File: src/rtl/samp_lane_arbiter.sv
// samp_lane_arbiter: round-robin burst arbiter sharing one sample-test stage between two raster lanes
// Ports: clk, rst (async active-low); per-lane R16 beats tri/color/sample + validSamp_R16H in, ready_R16H out;
// registered R17 beat tri/color/sample + validSamp_R17H + lane_R17H out, ready_R17H in;
// grant_cnt0/grant_cnt1/conflict_cnt perf counters, live only when SAMP_ARB_PERF_CNT_EN is defined.
module samp_lane_arbiter #(
    parameter int SIGFIG = 24,
    parameter int VERTS  = 3,
    parameter int AXIS   = 3,
    parameter int COLORS = 3,
    parameter int BURST  = 4
) (
    input  logic                                 clk,
    input  logic                                 rst,
    input  logic [1:0][SIGFIG*VERTS*AXIS-1:0]    tri_R16S,
    input  logic [1:0][SIGFIG*COLORS-1:0]        color_R16U,
    input  logic [1:0][SIGFIG*2-1:0]             sample_R16S,
    input  logic [1:0]                           validSamp_R16H,
    output logic [1:0]                           ready_R16H,
    output logic [SIGFIG*VERTS*AXIS-1:0]         tri_R17S,
    output logic [SIGFIG*COLORS-1:0]             color_R17U,
    output logic [SIGFIG*2-1:0]                  sample_R17S,
    output logic                                 validSamp_R17H,
    output logic                                 lane_R17H,
    input  logic                                 ready_R17H,
    output logic [15:0]                          grant_cnt0,
    output logic [15:0]                          grant_cnt1,
    output logic [15:0]                          conflict_cnt
);
    localparam int BW = $clog2(BURST) + 1;
    typedef enum logic [1:0] {IDLE, HOLD0, HOLD1} state_t;
    state_t          r_state, w_nstate;
    logic [BW-1:0]   r_bcnt, w_nbcnt;
    logic            r_pri, w_npri;
    logic            w_load_en, w_gnt, w_sel, w_k;
    logic [1:0]      w_v;
    assign w_load_en = !validSamp_R17H || ready_R17H;
    assign w_v       = validSamp_R16H;
    assign w_k       = (r_state == HOLD1);
    always_ff @(posedge clk or negedge rst) begin
        if (!rst) begin
            r_state <= IDLE;
            r_bcnt  <= '0;
            r_pri   <= 1'b0;
        end else begin
            r_state <= w_nstate;
            r_bcnt  <= w_nbcnt;
            r_pri   <= w_npri;
        end
    end
    always_comb begin
        w_nstate = r_state;
        w_nbcnt  = r_bcnt;
        w_npri   = r_pri;
        w_gnt    = 1'b0;
        w_sel    = 1'b0;
        if (w_load_en) begin
            if (r_state == IDLE) begin
                if (|w_v) begin
                    w_gnt   = 1'b1;
                    w_sel   = w_v[r_pri] ? r_pri : !r_pri;
                    w_nbcnt = BW'(1);
                end
            end else if (w_v[w_k] && r_bcnt < BW'(BURST)) begin
                w_gnt   = 1'b1;
                w_sel   = w_k;
                w_nbcnt = r_bcnt + BW'(1);
            end else if (w_v[!w_k]) begin
                w_gnt   = 1'b1;
                w_sel   = !w_k;
                w_nbcnt = BW'(1);
            end else if (w_v[w_k]) begin
                // burst exhausted but nobody else is waiting: restart it
                w_gnt   = 1'b1;
                w_sel   = w_k;
                w_nbcnt = BW'(1);
            end else begin
                // lanes went quiet: the last owner gives up priority
                w_nstate = IDLE;
                w_npri   = !w_k;
                w_nbcnt  = '0;
            end
            if (w_gnt) w_nstate = w_sel ? HOLD1 : HOLD0;
        end
    end
    // rst gate keeps lanes from seeing an accept while the block is held in reset
    always_comb ready_R16H = {w_gnt && w_sel && rst, w_gnt && !w_sel && rst};
    always_ff @(posedge clk or negedge rst) begin
        if (!rst) begin
            tri_R17S       <= '0;
            color_R17U     <= '0;
            sample_R17S    <= '0;
            validSamp_R17H <= 1'b0;
            lane_R17H      <= 1'b0;
        end else if (w_gnt) begin
            tri_R17S       <= tri_R16S[w_sel];
            color_R17U     <= color_R16U[w_sel];
            sample_R17S    <= sample_R16S[w_sel];
            validSamp_R17H <= 1'b1;
            lane_R17H      <= w_sel;
        end else if (ready_R17H) begin
            validSamp_R17H <= 1'b0;
        end
    end
`ifdef SAMP_ARB_PERF_CNT_EN
    logic [15:0] r_g0, r_g1, r_cf;
    always_ff @(posedge clk or negedge rst) begin
        if (!rst) begin
            r_g0 <= '0;
            r_g1 <= '0;
            r_cf <= '0;
        end else begin
            if (ready_R16H[0] && !(&r_g0)) r_g0 <= r_g0 + 16'd1;
            if (ready_R16H[1] && !(&r_g1)) r_g1 <= r_g1 + 16'd1;
            if ((&w_v) && w_load_en && !(&r_cf)) r_cf <= r_cf + 16'd1;
        end
    end
    assign grant_cnt0   = r_g0;
    assign grant_cnt1   = r_g1;
    assign conflict_cnt = r_cf;
`else
    assign grant_cnt0   = '0;
    assign grant_cnt1   = '0;
    assign conflict_cnt = '0;
`endif
endmodule

File: config.mk
export PLATFORM = sky130hd
export DESIGN_NAME = samp_lane_arbiter
export DESIGN_NICKNAME = d
export VERILOG_FILES = /design/src/rtl/samp_lane_arbiter.sv
export SDC_FILE = /design/constraint.sdc
export NUM_CORES = 1
export LEC_CHECK = 0
export CAP_MARGIN = 10
export CORE_AREA = 4 4 418 420
export DETAILED_ROUTE_END_ITERATION = 8
export DIE_AREA = 0 0 422 424
export PLACE_DENSITY_LB_ADDON = 0.08
export RECOVER_POWER = 100
export SLEW_MARGIN = 10
export SYNTH_ARGS = -nofsm -noshare
export SYNTH_HDL_FRONTEND = slang
export SYNTH_SLANG_ARGS = --single-unit
File: constraint.sdc
create_clock -name clk -period 1.69 [get_ports clk]
set_input_delay 0.169 -clock clk [delete_from_list [all_inputs] [get_ports clk]]
set_output_delay 0.169 -clock clk [all_outputs]
set_load 0.05 [all_outputs]
* Word-level counts from Yosys, hierarchy flattened
Cells that the tools add are included.
W data, S select, Z words.
** Word-level totals
- Word-level logic and storage cells :: 80
- Bits of input ports :: 677
- Flip-flop bits (word level) :: 344
- Output and inout bits :: 388
** Operators by class
- Magnitude comparators :: 5
- Equal/unequal tests :: 6
- Add/subtract/negate cells :: 1
- Reduce and logical (&&, ||, !) cells :: 16
- Muxes and demuxes :: 40
- Bitwise operators :: 4
** Operators by type and width (count)
- $mux W216 :: 2
- $mux W72 :: 2
- $mux W48 :: 2
- $mux W1 :: 25
- $mux W2 :: 6
- $ne A2 B1 Y1 const B :: 5
- $reduce_and A5 Y1 :: 2
- $mux W3 :: 3
- $lt A1 B2 Y1 const B :: 4
- $logic_and A1 B1 Y1 :: 5
- $logic_not A1 Y1 :: 4
- $not A1 Y1 :: 4
- $add A3 B1 Y3 const B :: 1
- $lt A3 B3 Y1 const B :: 1
- $eq A2 B2 Y1 const B :: 1
- $logic_not A2 Y1 :: 1
- $reduce_and A2 Y1 :: 1
- $reduce_bool A2 Y1 :: 1
- $reduce_or A2 Y1 :: 1
- $logic_or A1 B1 Y1 :: 1

* Logic depth before layout (Yosys ltp)
Gate-level depths: netlist (run 1).
- Word-level depth :: 12
- Mapped depth :: 7
- Depth with buffers taken out :: 4

* Least setup slack after synthesis (run 1)
Ideal clock, no wire load.
- Path type :: register to output
- Start point :: register validSamp_R17H
- End point :: output port ready_R16H[0]
- Buffers on the path :: 1
- Data arrival time :: 1.817 ns
- Cell stages (with the launch flop) :: 5
- Path slack :: -0.296 ns
- Cells stage by stage :: dfrtp_1 > nor2b_1 > nor2_1 > clkbuf_1 > and3_1
** Between the ends
- Longest elaborated chain between the ends :: 6
- Elaborated cells between the ends (all ways) :: 7
- Classes of those cells :: 2 x mux; 5 x reduce/logical
** RTL lines
- start: declaration :: line 22 : output logic validSamp_R17H,
- start signal: assignment :: line 92 : validSamp_R17H <= 1'b0;
- start signal: assignment :: line 98 : validSamp_R17H <= 1'b1;
- start signal: assignment :: line 101 : validSamp_R17H <= 1'b0;
- $logic_not A1 Y1 (*) :: line 36 : assign w_load_en = !validSamp_R17H || ready_R17H;
- $logic_or A1 B1 Y1 (*) :: line 36
- $mux W1 :: line 56 : if (w_load_en) begin
- $logic_not A1 Y1 :: line 86 : always_comb ready_R16H = {w_gnt && w_sel && rst, w_gnt && !w_sel && rst};
- $logic_and A1 B1 Y1 (*) (2 in series) :: line 86
- end: declaration :: line 18 : output logic [1:0] ready_R16H,
Every way passes the cells marked *; elsewhere a longest branch is shown, timed or not.

* Worst setup path in the final report (run 1)
- Start point :: register r_state[1]
- End point :: output port ready_R16H[1]
** Between the ends
- Longest elaborated chain between the ends :: 11
- Elaborated cells between the ends (all ways) :: 22
- Classes of those cells :: 1 x eq/ne; 16 x mux; 5 x reduce/logical
** RTL lines
- start: declaration :: line 31 : state_t r_state, w_nstate;
- start signal: assignment :: line 45 : r_state <= w_nstate;
- $eq A2 B2 Y1 :: line 38 : assign w_k = (r_state == HOLD1);
- $mux W1 (implied by the code) (2 in series) :: line 63, 71
- $mux W1 :: line 71 : end else if (w_v[w_k]) begin
- $mux W1 :: line 67 : end else if (w_v[!w_k]) begin
- $mux W1 :: line 63 : end else if (w_v[w_k] && r_bcnt < BW'(BURST)) begin
- $mux W1 :: line 57 : if (r_state == IDLE) begin
- $mux W1 (2 in series) :: line 56
- $logic_and A1 B1 Y1 (*) (2 in series) :: line 86
Every way passes the cells marked *; elsewhere a longest branch is shown, timed or not. The select of a mux whose other input is x is not followed.

==> results.cfg, run 1 <==
[floorplanning]
ioPinCount = 1065
die_area_um2 = 178900
die_height_um = 424
die_w_um = 422
core_um2 = 171000
initial_core_util_pct = 9.484
num_rows = 152

[sta]
final-hold-violation-count = 0
fin_crit_sh_pct = 137.7
max_freq_mhz = 429.6
min_period_ns = 2.328
finalWorstSetupSlack_ns = -0.6379
fin_setup_tns_ns = -119.17
rsz0062_at_grt = yes
worst_slew_pin_slew_ns = 1.183
fin_worst_skew_ns = 0.02831
maxSlewHeadroom_pct = 21.10
finalSetupViolations = 340
slew_viol_final = 0

[worst_hold_path]
hp-class = input pin to flop
hold_start = color_R16U[20]
min_delay_path_depth = 3
holdPathEnd = color_R17U[20]

[clock_network]
clkLatencyLatePin_ns = 0.64
cts_tree = built
clock_path_buffers = 3
cts.sinks = 344
numCtsBuffers = 54
root_buffer = clkbuf_16
htree_levels = 2
clkTransAtPathRegs_ns = 0.06

[logic_synthesis]
synthFlopType = dfrtp_1
synth.ff_latch_count = 344
ys_warn_count = 0
synth.avg_cell_area_um2 = 8.454
synth_commonest_cells = a21oi_1, dfrtp_1, nand2_1, nor2_1, buf_2
synth_top_area_share_pct = 53.09
synth.area.top_cells = dfrtp_1, a21oi_1, nand2_1
seq_area_frac_synth_pct = 53.09
synth-async-reset-ratio_pct = 100.0
synth-edff-count = 0
ys_types = 27
yosysMostFrequentCell = a21oi_1
synth_top_area_cell = dfrtp_1
syn_area_um2 = 16220
synth_cells = 1918

[worst_setup_path]
required_ns = 1.52
path_class = flop to primary output
worst_setup_path_start_kind = flop
crit_path_max_fanout = 3
r2r-end = tri_R17S[189]
cp-end-kind = primary output
rr_worst_depth = 13
r2r_slack_ns = -0.52
r2r_start = r_state[0]
crit_path_start = r_state[1]
critPathArrivalTime_ns = 2.16

[power]
p_leak_nw = 13.97
peakVddDrop_uv = 686.5
powerDensity_nw_per_um2 = 1170

[routing]
drtIter0Drc = 732
first_pass_iters = 5
drc = 0
drt-total-wl_um = 125400
antenna_left = 0
wire_per_inst_um = 23.17
num_vias = 18580
viasPerCell = 3.434

[grt]
grt_use_total_pct = 13.40
grt_remaining_overflow = 0
grt_max_degree = 94
first_global_vias = 20230
grt_pass1_wl_um = 170000
antenna_found_initial = 30

[place]
io_buffers = 1016
dp_hpwl_um = 94580
place_area_um2 = 29010
gp_congestion = 0.8062

[finish]
fillers = 19100
seqCellArea_um2 = 8610
syn_to_final_growth_pct = 107.0
layout.cell_area.non_filler_um2 = 33570
nets = 3795
drive_above_1_share_pct = 32.03
multi_input_area_um2 = 7969

[run_status]
violations = negative setup slack
outcome = finished, violations left

[run]
maxCapViolCount = 0
## metrics by stage
stage	cells	setup WS (ns)	utilization [%]	hold WS (ns)	power [W]
2_1_floorplan	1965	0.02352	-	-0.1266	0.01937
3_3_place_gp	5159	-0.4139	16.97	0.009368	0.02667
3_5_place_dp	5159	-0.4107	16.97	0.01143	0.02654
4_1_cts	5392	-0.7775	19.95	0.00005929	0.04106
5_1_grt	5408	-0.7759	19.63	0.02402	0.04137
6_report	5411	-0.6379	19.64	0.08358	0.03928
## sequential cells by signal, indices dropped and copies added, names as in the netlist
name            flops
sample_R17S        48
tri_R17S          216
lane_R17H           1
r_pri               1
r_state             2
r_bcnt              3
validSamp_R17H      1
color_R17U         72
## worst max-delay path by stage
stage	cells past startpoint	slack, ns	endpoint
after detailed placement	6	-0.41	tri_R17S[206]
after floorplan	6	0.02	color_R17U[0]
after global routing	7	-0.78	ready_R16H[0]
after CTS	6	-0.78	ready_R16H[1]
after global placement	7	-0.41	tri_R17S[197]
final	6	-0.64	ready_R16H[1]
## layer usage
layer / track usage, % / vias up / wire length [µm]
li1: - / 8756 / -
met1: 14.65 / 9126 / 47350
met2: 24.73 / 557 / 66640
met3: 4.019 / 137 / 7965
met4: 4.109 / 8 / 3340
met5: 0 / - / 56
## cell usage in the layout (no fill, tap or decap), types with 65 or more instances in the layout
cell	instances
nor2_1	339
clkbuf_2	323
nand2_4	83
a21oi_2	241
nand2_1	213
a21oi_1	431
clkdlybuf4s50_1	675
dfrtp_1	343
dlygate4sd3_1	65
buf_4	78
## kinds of logic (layout without fill, tap and decap cells)
kind of cell    after synthesis  count (layout)  share of synthesized area (%)
mux                           1               1                        0.06173
other cells                   1              66                        0.02313
simple gates                691             691                          16.18
fa+ha+maj                     1               1                        0.07715
compound gates              683             683                          22.50
flops                       344             344                          53.09
buf+inv                     197            1392                          8.071
## report_power, final
part	internal (W)	total [W]	switching [W]
Sequential	0.00974	0.0107	0.000919
Combinational	0.00560	0.0168	0.0112
Clock	0.00709	0.0118	0.00473
Total	0.0224	0.0393	0.0169
## layout make-up
cell class	count	area share, %
Antenna cell	18	0.1342
Clock buffer	89	5.046
Clock inverter	10	0.3876
Multi-Input combinational cell	1424	23.74
Sequential cell	344	25.64
Tap cell	2233	8.322
Timing Repair Buffer	1293	36.73
## critical path, cell delays in order, from the launching register on
cell	delay, ns
dfrtp_1	0.39
or2_4	0.28
o2111a_4	0.30
buf_8	0.13
buf_12	0.11
and3_4	0.16
buf_12	0.15
## timing repair
| item | CTS | global route |
|---|---|---|
| pin swaps | 166 | 34 |
| resized for setup | 434 | 122 |
| hold buffers | 65 | 0 |
| setup buffers | 45 | 13 |
| endpoints found under the hold margin | 407 | 0 |
| cloned | 27 | 0 |
| endpoints found under the setup margin | 351 | 340 |
Power figures use the tool's default switching activity.
==> inputs of run 2 (changes only) <==
CORE_AREA = 4 4 407 409   (was 4 4 418 420)
DIE_AREA = 0 0 411 413   (was 0 0 422 424)
clock period = 2.28 ns   (was 1.69 ns; I/O delays follow)
==> run 2 against run 1 <==
  * The run still ends with negative setup slack left
  * Cell area decreased by 6.3%
  * Hold slack improved by 0.045 ns
  * Critical endpoint is now ready_R16H[0]
  * Critical path depth unchanged
  * Final cell count decreased by 3.5%
  * Die area decreased by 5.1%
  * Sequential cell count unchanged
  * Combinational power decreased by 29%
  * Clock skew decreased by 0.0048 ns
  * Sequential share of layout area increased by 1.7 points
  * Global-route usage decreased by 0.22 points
  * Wire length decreased by 5.3%
==> results.cfg, run 2 (same netlist as run 1, synthesis figures left out) <==
[routing]
drc = 0
wire_per_inst_um = 22.72
antenna_left = 0
drtIter0Drc = 671
num_vias = 17870
viasPerCell = 3.421
drt-total-wl_um = 118700
first_pass_iters = 5

[finish]
top_register = tri_R17S
drive_above_1_share_pct = 10.17
biggestRegsByFlops = tri_R17S x216, color_R17U x72, sample_R17S x48
fillers = 18180
multi_input_area_um2 = 6529
largest_register_ffs = 216
final_cell_mix = clkdlybuf4s50_1, a21oi_1, dfrtp_1
nets = 3659
seqCellArea_um2 = 8608
syn_to_final_growth_pct = 93.90
fin_cells = 5222
final_common_cell = clkdlybuf4s50_1

[grt]
grt_use_total_pct = 13.18
grt_max_degree = 90
antenna_found_initial = 45
grt_remaining_overflow = 0
first_global_vias = 19090
grt_pass1_wl_um = 158900

[worst_setup_path]
r2r_start = r_state[1]
r2r_slack_ns = 0.06
crit_path_max_fanout = 3
r2r-end = tri_R17S[17]
critPathMaxStageDelay_ns = 0.39
cpLargestDelayFamily = simple AND/OR/NAND/NOR gates
cpMostUsedCell = buf_12
rr_worst_depth = 10
slowest_stage = dfrtp_1
path_buf_inv = 3
path_class = flop to primary output
cp_num_cells = 6
crit_end = ready_R16H[0]
critPathArrivalTime_ns = 2.09
worst_setup_path_start_kind = flop
crit_chain = or2_4, buf_6, o2111ai_4, buf_12, and3_4, buf_12
crit_path_start = r_state[1]
cp-end-kind = primary output
required_ns = 2.05

[clock_network]
cts_tree = built
clock_path_buffers = 3
numCtsBuffers = 54
clkLatencyLatePin_ns = 0.64
clkTransAtPathRegs_ns = 0.06
cts.sinks = 344
htree_levels = 2
root_buffer = clkbuf_16

[floorplanning]
die_height_um = 413
die_area_um2 = 169700
core_um2 = 162000
ioPinCount = 1065
initial_core_util_pct = 10.01
die_w_um = 411
num_rows = 148

[place]
gp_congestion = 0.7493
dp_hpwl_um = 91800
io_buffers = 1016
post-place-cells = 5075

[power]
p_leak_nw = 12.53
peakVddDrop_uv = 494.0
powerDensity_nw_per_um2 = 895.1

[sta]
maxSlewHeadroom_pct = 5.138
min_period_ns = 2.321
max_freq_mhz = 430.8
finalSetupViolations = 1
finalWorstSetupSlack_ns = -0.04114
final-hold-violation-count = 0
slew_viol_final = 0
worst_slew_pin_slew_ns = 1.423
fin_worst_hold_slack_ns = 0.1284
fin_crit_sh_pct = 101.8
fin_worst_skew_ns = 0.02348
rsz0062_at_grt = yes

[run_status]
violations = negative setup slack
outcome = finished, violations left

[worst_hold_path]
hp-class = input pin to flop

[run]
maxCapViolCount = 0
-- run 2: cell count changes in the layout (fill, tap and decap cells not counted), moves of 27 or more --
cell | before | now
buf_4 | 78 | 110
clkbuf_2 | 323 | 0
a21oi_1 | 431 | 620
nand2_2 | 44 | 0
buf_16 | 29 | 2
nand2_4 | 83 | 0
clkdlybuf4s50_1 | 675 | 981
nand2_1 | 213 | 340
a21oi_2 | 241 | 52
dlygate4sd3_1 | 65 | 1
-- run 2: layer usage --
metal | wire, µm | track usage (%) | part of all wire, %
met5 | 161 | 0 | 0.14
met3 | 10180 | 5.170 | 8.6
met1 | 44610 | 14.37 | 38
met4 | 3721 | 4.608 | 3.1
met2 | 59980 | 23.18 | 51
-- run 2: how the worst min path moves through the flow --
stage,startpoint,end,depth (start not counted)
floorplan,rst,color_R17U[0],0
global placement,rst,tri_R17S[135],1
detailed placement,rst,tri_R17S[131],1
CTS,tri_R16S[70],tri_R17S[70],3
global route,tri_R16S[87],tri_R17S[87],3
finish,tri_R16S[70],tri_R17S[70],3
-- run 2: report_power, final --
part | switching, W | leakage [nW] | internal [W] | total [W]
clock | 0.00344 | 0.832 | 0.00489 | 0.00833
combinational | 0.00771 | 7.82 | 0.00422 | 0.0119
sequential | 0.000664 | 3.88 | 0.00722 | 0.00789
total | 0.0118 | 12.5 | 0.0163 | 0.0281
-- run 2: worst register-to-register path, cell delays in order, from the launching register on --
cell	delay, ns
dfrtp_1	0.39
or2_4	0.28
buf_6	0.12
o2111ai_4	0.19
buf_12	0.16
buf_4	0.20
buf_16	0.20
buf_12	0.15
clkbuf_16	0.24
nand2_1	0.08
a21oi_1	0.13
-- run 2: per-stage QoR --
| step | setup slack (ns) | setup TNS [ns] | instance area (µm²) | util, % | total power [W] |
|---|---|---|---|---|---|
| after floorplan | 0.2348 | 0 | 16390 | - | 0.01435 |
| after global placement | 0.003275 | 0 | 29350 | 18.12 | 0.02007 |
| after detailed placement | 0.008411 | 0 | 29350 | 18.12 | 0.02001 |
| after CTS | -0.1452 | -0.3571 | 31160 | 19.23 | 0.02882 |
| after global routing | -0.1718 | -26.05 | 31410 | 19.39 | 0.02970 |
| final | -0.04114 | -0.04114 | 31440 | 19.41 | 0.02814 |
-- run 2: what timing repair did --
item / in CTS / in global routing
endpoints found under the hold margin: 274 / 0
pin swaps: 4 / 5
setup buffers: 8 / 13
hold buffers: 2 / 0
setup endpoints to repair: 6 / 299
resized for setup: 9 / 16
cloned: 0 / 2
-- run 2: cell type report --
| class | instances | area share [%] |
|---|---|---|
| Tap cell | 2175 | 8.655 |
| Timing Repair Buffer | 1157 | 37.61 |
| Clock buffer | 85 | 5.117 |
| Sequential cell | 344 | 27.38 |
| Multi-Input combinational cell | 1424 | 20.76 |
| Antenna cell | 27 | 0.2149 |
| Clock inverter | 10 | 0.2587 |
==> inputs of run 3 (changes only) <==
RECOVER_POWER = 25   (was 100)
==> run 3 against run 2 <==
  * The flow still finishes with violations (negative setup slack)
  * Via count is essentially flat
  * Register-to-register slack worse by 0.02 ns
  * Global-route usage unchanged
  * Critical endpoint unchanged
  * Sequential share of layout area hardly changed
  * Largest power group unchanged
  * Critical path type unchanged
  * Highest routed layer unchanged
==> results.cfg, run 3 (same netlist as run 1, synthesis figures left out) <==
[run_status]
outcome = finished, violations left
violations = negative setup slack

[worst_setup_path]
crit_path_max_fanout = 3
worst_setup_path_start_kind = flop
critPathArrivalTime_ns = 2.13
slowest_stage = dfrtp_1
crit_chain = or2_4, buf_6, o2111ai_4, buf_12, and3_4, buf_12
cp-end-kind = primary output
critPathMaxStageDelay_ns = 0.39
required_ns = 2.05
path_class = flop to primary output
cpMostUsedCell = buf_12

[sta]
final-hold-violation-count = 0
finalSetupViolations = 1
max_freq_mhz = 424.2
fin_worst_skew_ns = 0.02285
fin_crit_sh_pct = 103.4
worst_slew_pin_slew_ns = 1.422
maxSlewHeadroom_pct = 5.224
rsz0062_at_grt = yes
min_period_ns = 2.358
finalWorstSetupSlack_ns = -0.07763
slew_viol_final = 0

[routing]
drtIter0Drc = 707
num_vias = 17860
antenna_left = 0
drc = 0
drt-total-wl_um = 118700
first_pass_iters = 4
wire_per_inst_um = 22.74
viasPerCell = 3.423

[finish]
biggestRegsByFlops = tri_R17S x216, color_R17U x72, sample_R17S x48
largest_register_ffs = 216
post-route-util_pct = 19.40
fin_cells = 5219
fillers = 18180
syn_to_final_growth_pct = 93.86
final_cell_mix = clkdlybuf4s50_1, a21oi_1, dfrtp_1
nets = 3659
top_register = tri_R17S
drive_above_1_share_pct = 10.17
final_common_cell = clkdlybuf4s50_1

[place]
dp_hpwl_um = 91800
post-place-cells = 5075
io_buffers = 1016
gp_congestion = 0.7493

[clock_network]
clkTransAtPathRegs_ns = 0.06
numCtsBuffers = 54
cts_tree = built
htree_levels = 2
clkLatencyLatePin_ns = 0.64
root_buffer = clkbuf_16
cts.sinks = 344
clock_path_buffers = 3

[grt]
grt_pass1_wl_um = 158900
first_global_vias = 19090
antenna_found_initial = 45
grt_use_total_pct = 13.18
grt_max_degree = 90
grt_remaining_overflow = 0

[worst_hold_path]
hp-class = input pin to flop

[floorplanning]
die_w_um = 411
die_height_um = 413
core_um2 = 162000
num_rows = 148
die_area_um2 = 169700
initial_core_util_pct = 10.01
ioPinCount = 1065

[power]
peakVddDrop_uv = 494.9
p_total_w = 0.02815
p_leak_nw = 12.53
powerDensity_nw_per_um2 = 895.5

[run]
maxCapViolCount = 0
[run 3: layer usage]
metal	vias to the layer above	part of all wire (%)	global-route usage [%]
met2	656	51	23.18
met3	144	8.7	5.170
met1	8563	38	14.37
li1	8475	-	-
met5	-	0.13	0
met4	26	3.2	4.608
[run 3: area by class of cell]
cell class | instances | area [µm²] | area share (%)
Antenna cell | 24 | 60.06 | 0.1911
Clock buffer | 85 | 1609 | 5.119
Clock inverter | 10 | 81.33 | 0.2587
Multi-Input combinational cell | 1424 | 6529 | 20.77
Sequential cell | 344 | 8608 | 27.38
Tap cell | 2175 | 2721 | 8.657
Timing Repair Buffer | 1157 | 11830 | 37.62
[run 3: critical path, delay by kind of cell, from the launching register on]
kind	cells	cell delay [ns]
buffers and inverters	3	0.43
flip-flops	1	0.39
AND/OR/NAND/NOR	2	0.48
AO/OA/AOI/OAI	1	0.19
[run 3: where the power goes]
part | switching [W] | total (W) | internal (W)
Clock | 0.00344 | 0.00833 | 0.00489
Sequential | 0.000664 | 0.00789 | 0.00722
Combinational | 0.00772 | 0.0119 | 0.00422
[run 3: per-stage QoR]
stage / instance area [µm²] / TNS [ns] / worst slack, ns / hold WS [ns]
floorplan: 16390 / 0 / 0.2348 / -0.06759
global placement: 29350 / 0 / 0.003275 / 0.1132
detailed placement: 29350 / 0 / 0.008411 / 0.1206
CTS: 31160 / -0.3571 / -0.1452 / 0.04666
global route: 31410 / -25.71 / -0.1691 / 0.07948
finish: 31440 / -0.07763 / -0.07763 / 0.1282
[run 3: timing repair]
item,in CTS,in global routing
hold endpoints to repair,274,0
setup endpoints to repair,6,299
hold buffers,2,0
gates resized for setup,9,16
gates cloned,0,2
pin swaps,4,5
setup buffers,8,13
[run 3: worst paths after layout]
kind | start | slack [ns] | end | cells past startpoint
worst max-delay path | r_state[1] | -0.08 | ready_R16H[0] | 6
worst min-delay path | tri_R16S[70] | 0.13 | tri_R17S[70] | 3
worst max register to register | r_state[1] | 0.04 | tri_R17S[17] | 10
worst min register to register | lane_R17H | 0.49 | lane_R17H | 2
max in group asynchronous | rst | 0.20 | color_R17U[54] | 4
min in group asynchronous | rst | 0.79 | tri_R17S[127] | 3
==> edit, RTL diff (settings of run 3) <==
`COLORS`: 3 -> 2.
--- a/src/rtl/samp_lane_arbiter.sv
+++ b/src/rtl/samp_lane_arbiter.sv
@@ -6,7 +6,7 @@
     parameter int SIGFIG = 24,
     parameter int VERTS  = 3,
     parameter int AXIS   = 3,
-    parameter int COLORS = 3,
+    parameter int COLORS = 2,
     parameter int BURST  = 4
 ) (
     input  logic                                 clk,
Ports: changed (resized color_R16U and color_R17U); port bits go from 1065 to 993. No check against the original RTL was run, so the function may have changed too.
==> edit against run 3 <==
The flow finishes with violations (slew limit). Routed wire length shrank 8.7%. Sequential cell count shrank 24. Total power shrank 8.2%. Sequential power shrank 6.5%. First-iteration DRC count grew 5.4%. Non-clock buffer count shrank 94. Cell area shrank 7.8%. Maximum frequency grew 5.0%. Combinational power shrank 9%. Setup slack gained 110 ps. Via count shrank 5.9%. Critical endpoint unchanged. Synthesized area shrank 9.0%. Synthesized cell count shrank 6.8%.
==> edit: results (changes against run 3) <==
* TritonRoute pass-1 iters at 5 (+1)
* Fin. max-slew vios at 62 (+62)
* DRT iter0 DRCs at 745 (+5.4%)
* Reg area at 8010 um^2 (-7.0%)
* Multi-input gates at 1328 (-6.7%)
* Multi-input logic area at 5930 um^2 (-9.2%)
* Global-route usage over all layers at 12.1% (-1.1 points)
* Placement Setup Slack at -20.6 ps (-29.0 ps)
* Worst reg2reg startpoint: r_state[0]$_DFFE_PN0P_
* Synthesized instance count at 1787 (-6.8%)
* Largest cells by area after synthesis: dfrtp_1 54%, a21oi_1 21%, nand2_1 8.0%
* Register-to-register setup slack at 130 ps (+90 ps)
* Seq/Total Area, Yosys at 54.3% (+1.2 points)
* Failing checks: slew limit
* Largest net degree at the start of global routing at 80 (-11%)
* Sequential share of power at 28.5% (+0.5 points)
* Switching Share at 42.0% (about the same)
* Port bufs at 944 (-7.1%)
* DR WL met2 at 57200 um (-4.6%)
* Number of diodes at 19 (-21%)
* Logic pwr share at 41.6% (-0.8 points)
* First-pass GRT wire length at 146000 um (-8.2%)
* Met3 Resource Use GR at 3.86% (-1.3 points)
* Layout cells sized above 1 at 7.21% (-3.0 points)
* CP arrival at 2020 ps (-110 ps)
* Commonest cells post-synth: 624 x a21oi_1, 320 x dfrtp_1, 316 x nand2_1
* DP Cell Count at 4881 (-3.8%)
* Status: finished, violations left
* CTS resizes at 15 (+6)
* Layout Nets at 3394 (-7.2%)
* Post-route non-filler standard cell count at 4994 (-4.3%)
* Fill cells at 18157 (-0.10%)
* Hold Crit Class: primary input to asynchronous set/reset pin
* Worst clock skew at 19.5 ps (-3.40 ps)
* Num CTS Buffers at 51 (-5.6%)
* Clk_buf instances at 79 (-7.1%)
* Num sequential at 320 (-7.0%)
* GP Congestion at 0.806 (+7.5%)
* Setup bufs post-CTS at 4 (-4)
* Initial antenna violation count at 26 (-42%)
* Worst vdd ir at 0.000406 V (-18%)
* Vias at 16804 (-5.9%)
* WHS at 63.3 ps (-64.9 ps)
* Crit Path Max Fanout at 4 (+1)
* WL per Instance at 21.7 um (-4.6%)
* Worst-case reg-to-reg path depth at 6 (-4)
-- edit: changes by cell type after synthesis, moves of 4 or more --
cell,change
buf_1,+30
dfrtp_1,-24
nand2_1,-24
nor2_1,-25
clkbuf_1,+16
a21oi_2,-52
buf_6,-25
a21oi_1,+4
buf_2,-34
-- edit: cells by family (layout without fill, tap and decap cells) --
family | Yosys count | count (layout) | share of synthesized area (%)
compound gates | 635 | 635 | 21.9
fa+ha+maj | 1 | 1 | 0.0848
buf+inv | 186 | 1152 | 7.08
flops | 320 | 320 | 54.3
mux | 1 | 1 | 0.0678
other cells | 1 | 67 | 0.0254
simple gates | 643 | 643 | 16.6
-- edit: stage by stage --
| stage | total power, uW | area, um^2 |
|---|---|---|
| 5_1_grt | 27200 | 29000 |
| 4_1_cts | 26600 | 29000 |
| 3_5_place_dp | 18400 | 27400 |
| 2_1_floorplan | 13200 | 14900 |
| 3_3_place_gp | 18400 | 27400 |
| 6_report | 25900 | 29000 |
